## src/rtl/mul32_booth_seq.sv

```systemverilog
// Sequential radix-4 Booth signed multiplier with start/busy/done handshake and HI/LO product words.
// Optional overflow flag output enabled by defining MUL32_OVF_FLAG_EN.
module mul32_booth_seq #(
    parameter int unsigned WIDTH = 32
) (
    input  logic             clk,
    input  logic             rst,
    input  logic             start,
    input  logic [WIDTH-1:0] A,
    input  logic [WIDTH-1:0] M,
    output logic             busy,
    output logic             done,
    output logic [WIDTH-1:0] HI,
    output logic [WIDTH-1:0] LO
`ifdef MUL32_OVF_FLAG_EN
    ,
    output logic             ovf
`endif
);

    localparam int unsigned STEPS = WIDTH / 2;
    localparam int unsigned CW    = (STEPS > 1) ? $clog2(STEPS) : 1;
    localparam int unsigned PW    = WIDTH + 2;
    localparam int unsigned AW    = 2 * WIDTH + 2;

    typedef enum logic [1:0] {
        IDLE = 2'd0,
        CALC = 2'd1,
        DONE = 2'd2
    } state_t;

    state_t           state, state_nxt;
    logic [CW-1:0]    cnt, cnt_nxt;
    logic [WIDTH-1:0] a_q, a_nxt;
    logic [WIDTH:0]   m_q, m_nxt;
    logic [AW-1:0]    acc, acc_nxt;
    logic             busy_nxt, done_nxt;
    logic [WIDTH-1:0] hi_nxt, lo_nxt;

    logic [PW-1:0]    a_ext, a_dbl, pp, hi_sum;
    logic [AW-1:0]    acc_step;

`ifdef MUL32_OVF_FLAG_EN
    logic             ovf_nxt;
`endif

    // Booth digit from the three low bits of the shifting multiplier (M[-1] sits at bit 0)
    always_comb begin
        a_ext = {{2{a_q[WIDTH-1]}}, a_q};
        a_dbl = a_ext << 1;
        pp    = '0;
        case (m_q[2:0])
            3'b001, 3'b010: pp = a_ext;
            3'b011:         pp = a_dbl;
            3'b100:         pp = PW'(0) - a_dbl;
            3'b101, 3'b110: pp = PW'(0) - a_ext;
            default:        pp = '0;
        endcase
        hi_sum   = acc[AW-1:WIDTH] + pp;
        acc_step = {{2{hi_sum[PW-1]}}, hi_sum, acc[WIDTH-1:2]};
    end

    // Next-state and registered-output logic
    always_comb begin
        state_nxt = state;
        cnt_nxt   = cnt;
        a_nxt     = a_q;
        m_nxt     = m_q;
        acc_nxt   = acc;
        busy_nxt  = busy;
        done_nxt  = 1'b0;
        hi_nxt    = HI;
        lo_nxt    = LO;
`ifdef MUL32_OVF_FLAG_EN
        ovf_nxt   = ovf;
`endif
        case (state)
            IDLE: begin
                busy_nxt = 1'b0;
                if (start) begin
                    a_nxt     = A;
                    m_nxt     = {M, 1'b0};
                    acc_nxt   = '0;
                    cnt_nxt   = '0;
                    busy_nxt  = 1'b1;
                    state_nxt = CALC;
                end
            end
            CALC: begin
                acc_nxt = acc_step;
                m_nxt   = {2'b00, m_q[WIDTH:2]};
                cnt_nxt = cnt + CW'(1);
                if (cnt == CW'(STEPS - 1)) begin
                    hi_nxt    = acc_step[2*WIDTH-1:WIDTH];
                    lo_nxt    = acc_step[WIDTH-1:0];
`ifdef MUL32_OVF_FLAG_EN
                    ovf_nxt   = (acc_step[2*WIDTH-1:WIDTH] != {WIDTH{acc_step[WIDTH-1]}});
`endif
                    cnt_nxt   = '0;
                    done_nxt  = 1'b1;
                    state_nxt = DONE;
                end
            end
            DONE: begin
                busy_nxt  = 1'b0;
                state_nxt = IDLE;
            end
            default: begin
                busy_nxt  = 1'b0;
                state_nxt = IDLE;
            end
        endcase
    end

    always_ff @(posedge clk or posedge rst) begin
        if (rst) begin
            state <= IDLE;
            cnt   <= '0;
            a_q   <= '0;
            m_q   <= '0;
            acc   <= '0;
            busy  <= 1'b0;
            done  <= 1'b0;
            HI    <= '0;
            LO    <= '0;
`ifdef MUL32_OVF_FLAG_EN
            ovf   <= 1'b0;
`endif
        end else begin
            state <= state_nxt;
            cnt   <= cnt_nxt;
            a_q   <= a_nxt;
            m_q   <= m_nxt;
            acc   <= acc_nxt;
            busy  <= busy_nxt;
            done  <= done_nxt;
            HI    <= hi_nxt;
            LO    <= lo_nxt;
`ifdef MUL32_OVF_FLAG_EN
            ovf   <= ovf_nxt;
`endif
        end
    end

endmodule

```

## config.mk

```make
export PLATFORM = sky130hd
export DESIGN_NAME = mul32_booth_seq
export DESIGN_NICKNAME = d
export VERILOG_FILES = /design/src/rtl/mul32_booth_seq.sv
export SDC_FILE = /design/constraint.sdc
export NUM_CORES = 1
export LEC_CHECK = 0
export CORE_MARGIN = 5
export CORE_UTILIZATION = 35
export DETAILED_ROUTE_END_ITERATION = 8
export GPL_ROUTABILITY_DRIVEN = 1
export HOLD_SLACK_MARGIN = 0.06
export PLACE_DENSITY = 0.53
export SYNTH_ARGS = -nofsm -noshare
export SYNTH_HDL_FRONTEND = slang
export SYNTH_SLANG_ARGS = --single-unit
```

## constraint.sdc

```tcl
create_clock -name clk -period 7.22 [get_ports clk]
set_clock_uncertainty 0.1 [all_clocks]
set_input_delay 0.722 -clock clk [delete_from_list [all_inputs] [get_ports clk]]
set_output_delay 0.722 -clock clk [all_outputs]
set_load 0.02 [all_outputs]
```

==> qor.yml, run 1 <==
die-area_sq_um: 35700
rows: 65
drv_slew: 0
status: "finished, final reports clean"
fin_crit_sh: 0.748
synth_area_leaders: "dfrtp_1, nand2_1, o21ai_0"
hold_class: "flop to flop"
ctsRootBufferMaster: "clkbuf_16"
gr-total-overflow: 0
fin_ws_ns: 1.82
firstDrtPassIters: 5
fmax_ghz: 0.185
viasPerCell: 5.32
gp_routability_congestion: 0.866
yosys.area.top_type: "dfrtp_1"
synthToLayoutAreaGrowth_pct: 19.7
synth_area_sq_um: 11200
synth_cells: 1279
syn-num-nets: 1382
synth_most_common_cell: "nand2_1"
whs_ns: 0.376
die-height_um: 189
synthArstFlopShare: 1.00
crit_path_end: "HI[25]"
vias: 9393
arrival_ns: 5.60
fin_setup_tns_ns: 0
die_w_um: 189
wire_per_inst_um: 17.4
layout_min_cycle_time_ns: 5.40
grt_pass1_wl_mm: 50.7
start_kind: "flop"
grtUsageTotal: 0.174
antenna_found_initial: 0
cts_tree: "yes"
cp_data_required_time_ns: 7.42
rr_worst_depth: 16
hold_viol: 0
fill_cells: 3137
post-cts-setup-buffer-count: 0
syn_avg_cell_area_sq_um: 8.75
drtIter0Drc: 718
ys_top_cells_by_count: "nand2_1, dfrtp_1, o21ai_0, clkbuf_1, xnor2_1"
synthFlopType: "dfrtp_1"
cts.path.max_buffers: 2
finalNetCount: 1452
place_ws_ns: 1.92
wl_mm: 30.7
antenna_cells: 0
grt_pass1_vias: 9120
postLayoutCoreUtil: 0.425
worst_slew_pin_slew_ns: 0.951
num_io_pins: 133
drv_cap: 0
worstPathMaxFanout: 38
slew_headroom: 0.366
rr_endpoint: "HI[25]"
rrSetupSlack_ns: 1.82
crit_start: "m_q[2]"
worstSkewPairLatency_ns: 0.45
clk_pin_slew_worst_paths_ns: 0.08
drive_above_1_share: 0.0786
timing.rr.start: "m_q[2]"
cp-end-kind: "flop"
synth_top_area_frac: 0.445
busiest_layer: "met2"
met2_usage: 0.262
grt_use_met3: 0.0287
synth_edf_count: 0
ant_nets: 0
ys_seq_area_frac: 0.445
grt_max_degree: 94
drc_errors: 0
met1_usage: 0.261
rsz0062_at_grt: "no"
critical_path_class: "flop to flop"
hold_buffers: 0
finalSetupViolCount: 0
start_util: 0.355
cts.sinks: 199
ys_types: 58
synth_warnings: 0
synth-seq-cells: 199
hpwl_mm: 20.9
portBuffers: 132
cts-resized-gates: 0
cts_buffers: 17
core_sq_um: 31600
htreeDepth: 4
==> sequential cells by signal, summed over array words and instances (netlist names) <==
| signal | flops |
|---|---|
| HI | 32 |
| m_q | 33 |
| busy | 1 |
| state | 2 |
| cnt | 4 |
| a_q | 32 |
| acc | 62 |
| LO | 32 |
| done | 1 |
==> layout make-up <==
cell class / count / area, sq um / share of cell area
clock inverters: 15 / 188 / 0.0140
repair buffers: 149 / 1450 / 0.108
clock buffers: 17 / 425 / 0.0317
flip-flops and latches: 199 / 4980 / 0.372
inverters: 14 / 60.1 / 0.00448
well taps: 402 / 503 / 0.0375
multi-input cells: 968 / 5800 / 0.433
==> per-layer routing <==
layer	up-vias	routed length, um
met5	-	0
li1	4604	-
met2	207	13600
met3	27	1310
met1	4555	15400
met4	0	428
==> worst min-delay path by stage <==
stage              to  slack (ns)    from  cells after the start
3_3_place_gp    LO[1]        0.35  acc[3]                      2
4_1_cts         LO[1]        0.38  acc[3]                      2
2_1_floorplan   LO[0]        0.34  acc[2]                      2
6_report        LO[1]        0.38  acc[3]                      2
3_5_place_dp    LO[1]        0.36  acc[3]                      2
5_1_grt        m_q[5]        0.39  m_q[5]                      2
==> logic make-up after synthesis <==
kind of cell	share of synthesized area
simple gates	0.188
compound gates	0.181
flops	0.445
buf+inv	0.0388
xor+xnor	0.0634
mux	0.0425
fa+ha+maj	0.0409
==> through the flow <==
stage	area (sq um)	cells
floorplan	11200	1279
detailed placement	12800	1732
CTS	13400	1764
global placement	12800	1732
global route	13400	1764
finish	13400	1764
==> cell usage in the layout (no fill, tap or decap), types with 17 or more instances in the layout <==
cell / instances
a21o_1: 17
o22ai_1: 27
nand2_1: 360
clkbuf_16: 17
a221oi_1: 20
dfrtp_1: 199
clkdlybuf4s50_1: 132
buf_4: 17
nor2_1: 40
mux2_2: 36
xnor2_1: 56
ha_1: 35
a21oi_1: 38
a31oi_1: 28
xor2_1: 25
o21ai_0: 106
a22oi_1: 33
==> worst max-delay path, cell delays in order, from the launching register on <==
cell and delay (ns):
dfrtp_1 0.33, buf_4 0.38, inv_1 0.34, nor2_1 0.68, buf_4 0.33, a221oi_1 0.10
a21oi_1 0.28, ha_1 0.35, or3_1 0.38, nor3b_1 0.15, a21oi_1 0.22, o21ai_0 0.19
a31oi_1 0.30, o21ai_0 0.27, a211oi_1 0.37, xor2_1 0.33, o21ai_0 0.15
Power of run 1 is not shown: default switching activity piles up to over one toggle a cycle in this logic, so the estimate is an artifact.
==> run 2: changes to the inputs <==
--- a/config.mk
+++ b/config.mk
@@ -10,7 +10,7 @@
 export DETAILED_ROUTE_END_ITERATION = 8
 export GPL_ROUTABILITY_DRIVEN = 1
 export HOLD_SLACK_MARGIN = 0.06
-export PLACE_DENSITY = 0.53
+export PLACE_DENSITY = 0.55
 export SYNTH_ARGS = -nofsm -noshare
 export SYNTH_HDL_FRONTEND = slang
 export SYNTH_SLANG_ARGS = --single-unit
==> constraint.sdc (replaced) <==
create_clock -name clk -period 4.6 [get_ports clk]
set_clock_uncertainty 0.1 [all_clocks]
set_input_delay 0.46 -clock clk [delete_from_list [all_inputs] [get_ports clk]]
set_output_delay 0.46 -clock clk [all_outputs]
set_load 0.02 [all_outputs]
==> run 2 against run 1 <==
Effect of this change: the run now ends with setup timing left; cell area grew 9.5%; flip-flop and latch count is the same; utilization grew 4.0 points; critical endpoint is now acc[64]; highest routed layer unchanged.
==> qor.yml, run 2 (synthesis gave the netlist of run 1 again) <==
vias: 9827  # was 9393
finalNetCount: 1582  # was 1452
drv_slew: 0  # unchanged
arrival_ns: 5.02  # was 5.60 ns
largestRegisters: "acc: 62 flops, m_q: 33 flops"  # unchanged
hold_depth: 2  # unchanged
rr_worst_depth: 19  # was 16
drive_above_1_share: 0.190  # was 0.0786
regMostFlops: "acc"  # unchanged
hpwl_mm: 22.4  # was 20.9 mm
place_ws_ns: -0.266  # was 1.92 ns
layout_min_cycle_time_ns: 4.72  # was 5.40 ns
die-height_um: 189  # unchanged
slew_headroom: 0.351  # was 0.366
fin_ws_ns: -0.115  # was 1.82 ns
critical_path_class: "flop to flop"  # unchanged
synthToLayoutAreaGrowth_pct: 31.1  # was 19.7%
status: "complete, but fails checks"  # was finished, final reports clean
wl_met1_mm: 15.9  # was 15.4 mm
gr-total-overflow: 0  # unchanged
fmax_ghz: 0.212  # was 0.185 GHz
core_sq_um: 31600  # unchanged
largest_reg_flops: 62  # unchanged
cts.path.max_buffers: 2  # unchanged
mostFrequentLayoutCells: "nand2_1, dfrtp_1, buf_4"  # was nand2_1, dfrtp_1, clkdlybuf4s50_1
viasPerCell: 5.19  # was 5.32
gp_routability_congestion: 0.883  # was 0.866
cts_tree: "yes"  # unchanged
drv_cap: 0  # unchanged
slowest_delay_ns: 0.57  # was 0.68 ns
start_util: 0.355  # unchanged
ctsRootBufferMaster: "clkbuf_16"  # unchanged
wire_per_inst_um: 16.9  # was 17.4 um
grt_pass1_vias: 9727  # was 9120
hold_class: "flop to flop"  # unchanged
finalSetupViolCount: 6  # was 0
htreeDepth: 4  # unchanged
rrSetupSlack_ns: -0.12  # was 1.82 ns
rows: 65  # unchanged
ant_nets: 0  # unchanged
hold-path-endpoint: "LO[1]"  # unchanged
cp-end-kind: "flop"  # unchanged
num_io_pins: 133  # unchanged
die_w_um: 189  # unchanged
hold_buffers: 0  # unchanged
grtUsageTotal: 0.181  # was 0.174
violations: "setup timing"
antenna_cells: 0  # unchanged
routed.top_layer: "met4"  # unchanged
worstSkewPairLatency_ns: 0.47  # was 0.45 ns
final_cells: 1894  # was 1764
placedCellCount: 1848  # was 1732
crit_top_cell: "a21o_1"  # was o21ai_0
met2_length_mm: 14.5  # was 13.6 mm
cts_buffers: 17  # unchanged
grt_pass1_wl_mm: 52.4  # was 50.7 mm
start_kind: "flop"  # unchanged
fin_crit_sh: 1.03  # was 0.748
hold_viol: 0  # unchanged
fill_cells: 3074  # was 3137
crit_path_cell_trace: "or4_4, buf_12, nor4_4, nand4_1, or4_4, xnor2_2, a211oi_2, a31oi_1, a21oi_1, ha_1, a21o_1, a21o_1, a21o_1, a211oi_2, o211ai_1, a21oi_1, xnor2_1, or3_1, o21ai_1"  # was buf_4, inv_1, nor2_1, buf_4, a221oi_1, a21oi_1, ha_1, or3_1, nor3b_1, a21oi_1, o21ai_0, a31oi_1, o21ai_0, a211oi_1, xor2_1, o21ai_0
grt_max_degree: 93  # was 94
final_common_cell: "nand2_1"  # unchanged
wl_mm: 32.1  # was 30.7 mm
worstPathMaxFanout: 4  # was 38
portBuffers: 132  # unchanged
worst_slew_pin_slew_ns: 0.973  # was 0.951 ns
cts.sinks: 199  # unchanged
rsz0062_at_grt: "yes"  # was no
cp_data_required_time_ns: 4.91  # was 7.42 ns
antenna_found_initial: 0  # unchanged
die-area_sq_um: 35700  # unchanged
clk_pin_slew_worst_paths_ns: 0.10  # was 0.08 ns
drtIter0Drc: 798  # was 718
postLayoutCoreUtil: 0.465  # was 0.425
slowest_stage: "or4_4"  # was nor2_1
rr_endpoint: "acc[64]"  # was HI[25]
hp-start: "acc[3]"  # unchanged
timing.rr.start: "a_q[2]"  # was m_q[2]
drc_errors: 0  # unchanged
firstDrtPassIters: 6  # was 5
wl_met3_mm: 1.32  # was 1.31 mm
==> run 2: worst max-delay path: cells and delay by family (launching register included) <==
family	cells	cell delay, ns
AOI/OAI and AO/OA	10	1.59
xor gates and xnor gates	2	0.29
adders and majority gates	1	0.27
buffers and inverters	1	0.15
DFF	1	0.38
and+or+nand+nor	5	1.88
==> run 2: layer usage <==
metal,up-vias,global-route usage
met4,0,0.0392
met2,172,0.274
met3,21,0.0358
li1,4855,-
met5,-,0
met1,4779,0.268
==> run 2: cell type report <==
| cell class | instances | area (sq um) | area share |
|---|---|---|---|
| well taps | 402 | 503 | 0.0343 |
| flip-flops and latches | 199 | 4980 | 0.339 |
| clock buffers | 17 | 425 | 0.0290 |
| repair buffers | 279 | 2470 | 0.168 |
| clock inverters | 15 | 186 | 0.0127 |
| inverters | 14 | 56.3 | 0.00384 |
| multi-input cells | 968 | 6060 | 0.413 |
==> run 2: worst max-delay path by stage <==
| stage | from | to | slack, ns |
|---|---|---|---|
| final | a_q[2] | acc[64] | -0.12 |
| after global routing | a_q[2] | HI[31] | -0.39 |
| after CTS | a_q[2] | acc[64] | -0.07 |
| after global placement | a_q[2] | HI[30] | -0.18 |
| after floorplan | a_q[2] | acc[64] | 0.05 |
| after detailed placement | a_q[2] | HI[30] | -0.27 |
==> run 2: what timing repair did <==
item / CTS / global route
setup endpoints to repair: 22 / 28
gates resized for setup: 23 / 43
pin swaps: 10 / 23
buffers inserted: 3 / 11
==> run 2: stage by stage <==
step / TNS [ns] / hold slack [ns] / area (sq um)
after floorplan: 0 / 0.339 / 11200
after global routing: -3.89 / 0.401 / 14700
after detailed placement: -2.11 / 0.360 / 13700
after CTS: -0.152 / 0.381 / 14400
after global placement: -1.06 / 0.354 / 13700
final: -0.385 / 0.377 / 14700
Power of run 2 is left out for the same reason.
